[config.mk]
export PLATFORM = sky130hd
export DESIGN_NAME = id_ex_latch
export DESIGN_NICKNAME = d
export VERILOG_FILES = /design/src/rtl/id_ex_latch.sv
export SDC_FILE = /design/constraint.sdc
export NUM_CORES = 1
export LEC_CHECK = 0
export ABC_AREA = 1
export CORE_MARGIN = 4
export CORE_UTILIZATION = 40
export DETAILED_ROUTE_END_ITERATION = 8
export PLACE_DENSITY = 0.81
export SLEW_MARGIN = 20
export SYNTH_ARGS = -nofsm -noshare
export SYNTH_HDL_FRONTEND = slang
export SYNTH_SLANG_ARGS = --single-unit
[constraint.sdc]
create_clock -name clk -period 2.3 [get_ports clk]
set_input_delay 0.23 -clock clk [delete_from_list [all_inputs] [get_ports clk]]
set_output_delay 0.23 -clock clk [all_outputs]
set_load 0.05 [all_outputs]
[src/rtl/id_ex_latch.sv]
// ID/EX pipeline register: latches the decoded ALU control word, the operands and the
// writeback/memory controls, with stall hold, flush bubble, sticky halt and sticky control-error flag.
module id_ex_latch #(
  parameter int DATA_WIDTH = 16,
  parameter int REG_W      = 3
) (
  input  logic                  clk,
  input  logic                  rst,
  input  logic                  stall,
  input  logic                  flush,
  input  logic                  id_valid,
  input  logic                  id_invA,
  input  logic                  id_invB,
  input  logic                  id_sign,
  input  logic                  id_cin,
  input  logic                  id_passA,
  input  logic                  id_passB,
  input  logic [2:0]            id_aluControl,
  input  logic [DATA_WIDTH-1:0] id_opA,
  input  logic [DATA_WIDTH-1:0] id_opB,
  input  logic [DATA_WIDTH-1:0] id_stData,
  input  logic [REG_W-1:0]      id_wrReg,
  input  logic                  id_regWrite,
  input  logic                  id_memRead,
  input  logic                  id_memWrite,
  input  logic                  id_halt,
  output logic                  ex_invA,
  output logic                  ex_invB,
  output logic                  ex_sign,
  output logic                  ex_cin,
  output logic                  ex_passA,
  output logic                  ex_passB,
  output logic [2:0]            ex_aluControl,
  output logic [DATA_WIDTH-1:0] ex_opA,
  output logic [DATA_WIDTH-1:0] ex_opB,
  output logic [DATA_WIDTH-1:0] ex_stData,
  output logic [REG_W-1:0]      ex_wrReg,
  output logic                  ex_regWrite,
  output logic                  ex_memRead,
  output logic                  ex_memWrite,
  output logic                  ex_halt,
  output logic                  ex_valid,
  output logic                  halted,
  output logic                  ctrl_err
);

  // Handshake: no ready path. id_valid qualifies the decode word on each edge; stall holds
  // this register and the decode stage must hold id_* stable; flush squashes to a bubble.
  logic illegal;
  logic take_bubble;
  logic take_load;

  always_comb begin
    illegal     = (id_passA & id_passB) | (id_passB & (id_aluControl != 3'b000));
    take_bubble = flush | (~stall & ~id_valid);
    take_load   = ~flush & ~stall & id_valid;
  end

  always_ff @(posedge clk or posedge rst) begin
    if (rst) begin
      ex_invA       <= 1'b0;
      ex_invB       <= 1'b0;
      ex_sign       <= 1'b0;
      ex_cin        <= 1'b0;
      ex_passA      <= 1'b0;
      ex_passB      <= 1'b0;
      ex_aluControl <= 3'b000;
      ex_opA        <= '0;
      ex_opB        <= '0;
      ex_stData     <= '0;
      ex_wrReg      <= '0;
      ex_regWrite   <= 1'b0;
      ex_memRead    <= 1'b0;
      ex_memWrite   <= 1'b0;
      ex_halt       <= 1'b0;
      ex_valid      <= 1'b0;
      halted        <= 1'b0;
      ctrl_err      <= 1'b0;
    end else if (!halted) begin
      if (take_bubble) begin
        // Bubble: everything zero; halted and ctrl_err are sticky and untouched.
        ex_invA       <= 1'b0;
        ex_invB       <= 1'b0;
        ex_sign       <= 1'b0;
        ex_cin        <= 1'b0;
        ex_passA      <= 1'b0;
        ex_passB      <= 1'b0;
        ex_aluControl <= 3'b000;
        ex_opA        <= '0;
        ex_opB        <= '0;
        ex_stData     <= '0;
        ex_wrReg      <= '0;
        ex_regWrite   <= 1'b0;
        ex_memRead    <= 1'b0;
        ex_memWrite   <= 1'b0;
        ex_halt       <= 1'b0;
        ex_valid      <= 1'b0;
      end else if (take_load) begin
        ex_invA       <= id_invA;
        ex_invB       <= id_invB;
        ex_sign       <= id_sign;
        ex_cin        <= id_cin;
        ex_passA      <= id_passA;
        ex_passB      <= id_passB;
        ex_aluControl <= id_aluControl;
        ex_opA        <= id_opA;
        ex_opB        <= id_opB;
        ex_stData     <= id_stData;
        ex_wrReg      <= id_wrReg;
        ex_regWrite   <= id_regWrite;
        ex_memRead    <= id_memRead;
        ex_memWrite   <= id_memWrite;
        ex_halt       <= id_halt;
        ex_valid      <= 1'b1;
        halted        <= id_halt;
        ctrl_err      <= ctrl_err | illegal;
      end
    end
  end

endmodule

==> results.md <==
* Core ar. at 6390 um^2
* CP max stage delay at 0.84 ns
* Internal at 0.00196 W
* Cell variety after synth at 14
* Initial antenna violation count at 0
* Syn Nets at 363
* Max frequency at 548 MHz
* Net Sw Power at 0.000741 W
* GP Congestion at 0.708
* Combinational power share at 0.198
* Vias in the first global route at 2,418
* Area grow syn2layout at 60.1%
* Fin crit period at 1.83 ns
* GR Util All Layers at 0.181
* Critical path endpoint category: output port
* Area leader, netlist: dfrtp_1
* Chip height at 89.4 um
* #FFs+latches synth at 67
* Largest net degree at the start of global routing at 66
* Classification of the worst setup path: reg2out
* Syn_area_per_cell at 9.02 um^2
* Worst endpoint required time at 2.07 ns
* Final Hold Vio Count at 0
* Finish-stage setup viols at 0
* Final core utilization at 0.665
* Worst vdd ir at 0.335 mV
* Final nets at 494
* Cell with the most instances after synthesis: nand2_1
* Sink Count at 67
* Clk root buf: clkbuf_8
* Setup Fix Bufs, Post-CTS at 0
* Number of flops mapped to enable cells by yosys at 0
* Global-route wire length before repair at 11,100 um
* Pwr Density at 636 nW/um^2
* Syn Inst Count at 294
* Crit path cell chain: clkdlybuf4s50_1
* Slew Limit Fails at 0
* Die ar. at 8000 um^2
* Routed WL at 7360 um
* Drt first pass iters at 4
* Setup TNS at 0 ns
* I/O Buffers at 135
* CTS tree: done
* Cell Area, Placed at 4060 um^2
* Critical path's top delay family: buffers and inverters
* Post-cts resize count at 0
* Max-cap viol count at 0
* Final period util at 0.794
* Worst skew pair latency at 0.32 ns
* DRC at 0
* Cell Rows at 29
* Non-filler cells, final at 507
* Clock transition at path regs at 0.07 ns
* Starting Density at 0.415
* Overflow after GRT at 0
* Vias at 2,453
* Layout cell share with drive strength beyond 1 at 0.0535
* Synth Cell Area at 2650 um^2
* Worst Path Buf+Inv at 1
* Sequential Power Share at 0.467
* # diodes at 0
* Worst r2r path cells at 4
* Routed wire per std cell at 14.5 um
* CTS max path bufs at 2
* Sequential fraction of the synthesis area at 0.632
* Synth top area share at 0.632
* Clock network power share at 0.335
* Antenna viol nets, final at 0
* Top FF cell, synth: dfrtp_1
* HPWL Detailed at 5060 um
* # IOs at 136
* RSZ-0062 raised after global routing: no
* Post-synth top cells: nand2_1 (131), dfrtp_1 (67), nand3_1 (63)
* 1st-iter DRT viols at 137
* # fillers at 523
* Total CTS buffers at 9
* R2r setup slk at 0.70 ns
* Chip width at 89.4 um
* CTS Hold Buffers Added at 0
* Max-slew headroom at 0.311
* Switching Share at 0.274
* R2r endpoint: ex_opA[8]
* Outcome: completed
* Synth warnings at 0
* Slowest stage cell, crit path: clkdlybuf4s50_1
* Kind of start point of the critical path: flip-flop
* Design area at 4250 um^2
* Setup Skew at 0.0109 ns
* Hold Crit Class: in2async
* Async SR Flop Fraction at 1.00
* Tightest Pin Transition at 1.03 ns
* Hold Slack at 0.264 ns
* Worst-path fanout max at 4
* Via-per-instance ratio at 4.84
* Leak at 2.09 nW
* Crit Reg-Reg Startpoint: halted
* H-tree depth at 3
* WP data arrival at 1.60 ns
* Synth area leaders: dfrtp_1 (63%), nand2_1 (19%), nand3_1 (12%), buf_2 (3.0%), a21oi_4 (0.61%)
* Placed insts at 491
worst max path at each step:
stage	from	to	slack (ns)	cells past startpoint
floorplan	rst	ctrl_err	0.39	1
global placement	flush	ex_opB[14]	0.38	6
detailed placement	flush	ex_opB[11]	0.29	6
CTS	halted	halted	0.45	1
global route	halted	halted	0.41	1
finish	halted	halted	0.47	1
per-stage QoR:
step / setup slack (ns) / power, W
after detailed placement: 0.294 / 0.00182
after global routing: 0.415 / 0.00282
final: 0.474 / 0.00270
after global placement: 0.384 / 0.00181
after floorplan: 0.387 / 0.00156
after CTS: 0.452 / 0.00274
power by group through the flow:
stage	sequential, W	clock [W]	combinational [W]
4_1_cts	0.00126	0.000935	0.000540
3_5_place_dp	0.00128	0	0.000538
6_report	0.00126	0.000907	0.000534
2_1_floorplan	0.00147	0	0.0000823
3_3_place_gp	0.00128	0	0.000532
5_1_grt	0.00127	0.000993	0.000564
flip-flops by register name (all words and copies together) (netlist names), 3 cells and up:
register / flops
ex_opB: 16
ex_opA: 16
ex_aluControl: 3
ex_wrReg: 3
ex_stData: 16
final cells by class:
class,count,area [um^2],area share
clock buffers,15,186,0.0439
clock inverters,1,5.00,0.00118
inverters,4,15.0,0.00353
multi-input cells,204,875,0.206
flip-flops and latches,67,1680,0.395
well taps,77,96.3,0.0227
repair buffers,139,1390,0.328
cell families (layout without fill, tap and decap cells):
kind of cell           after synthesis  in the layout  share of synthesized area
AND/OR/NAND/NOR                    201            201                      0.317
flip-flops                          67             67                      0.632
buffers and inverters               23            159                     0.0401
AO/OA/AOI/OAI                        3              3                     0.0108
layer usage:
layer / up-vias / global-route usage / part of all wire
li1: 1199 / - / -
met1: 1158 / 0.227 / 0.41
met2: 90 / 0.293 / 0.49
met3: 6 / 0.0590 / 0.098
met4: 0 / 0.0677 / 0.011
met5: - / 0 / 0
layout by cell type, fill, tap and decap left out, drive strengths merged:
cell type and instances:
clkbuf 15, and2 1, nor2 5, nand3 63, a21oi 1, dfrtp 67
clkinv 1, o21bai 1, o21ai 1, nand2 131, inv 4, nand4 1
clkdlybuf4s50 135, buf 4
Note: power is estimated with default switching activity, not from simulation.
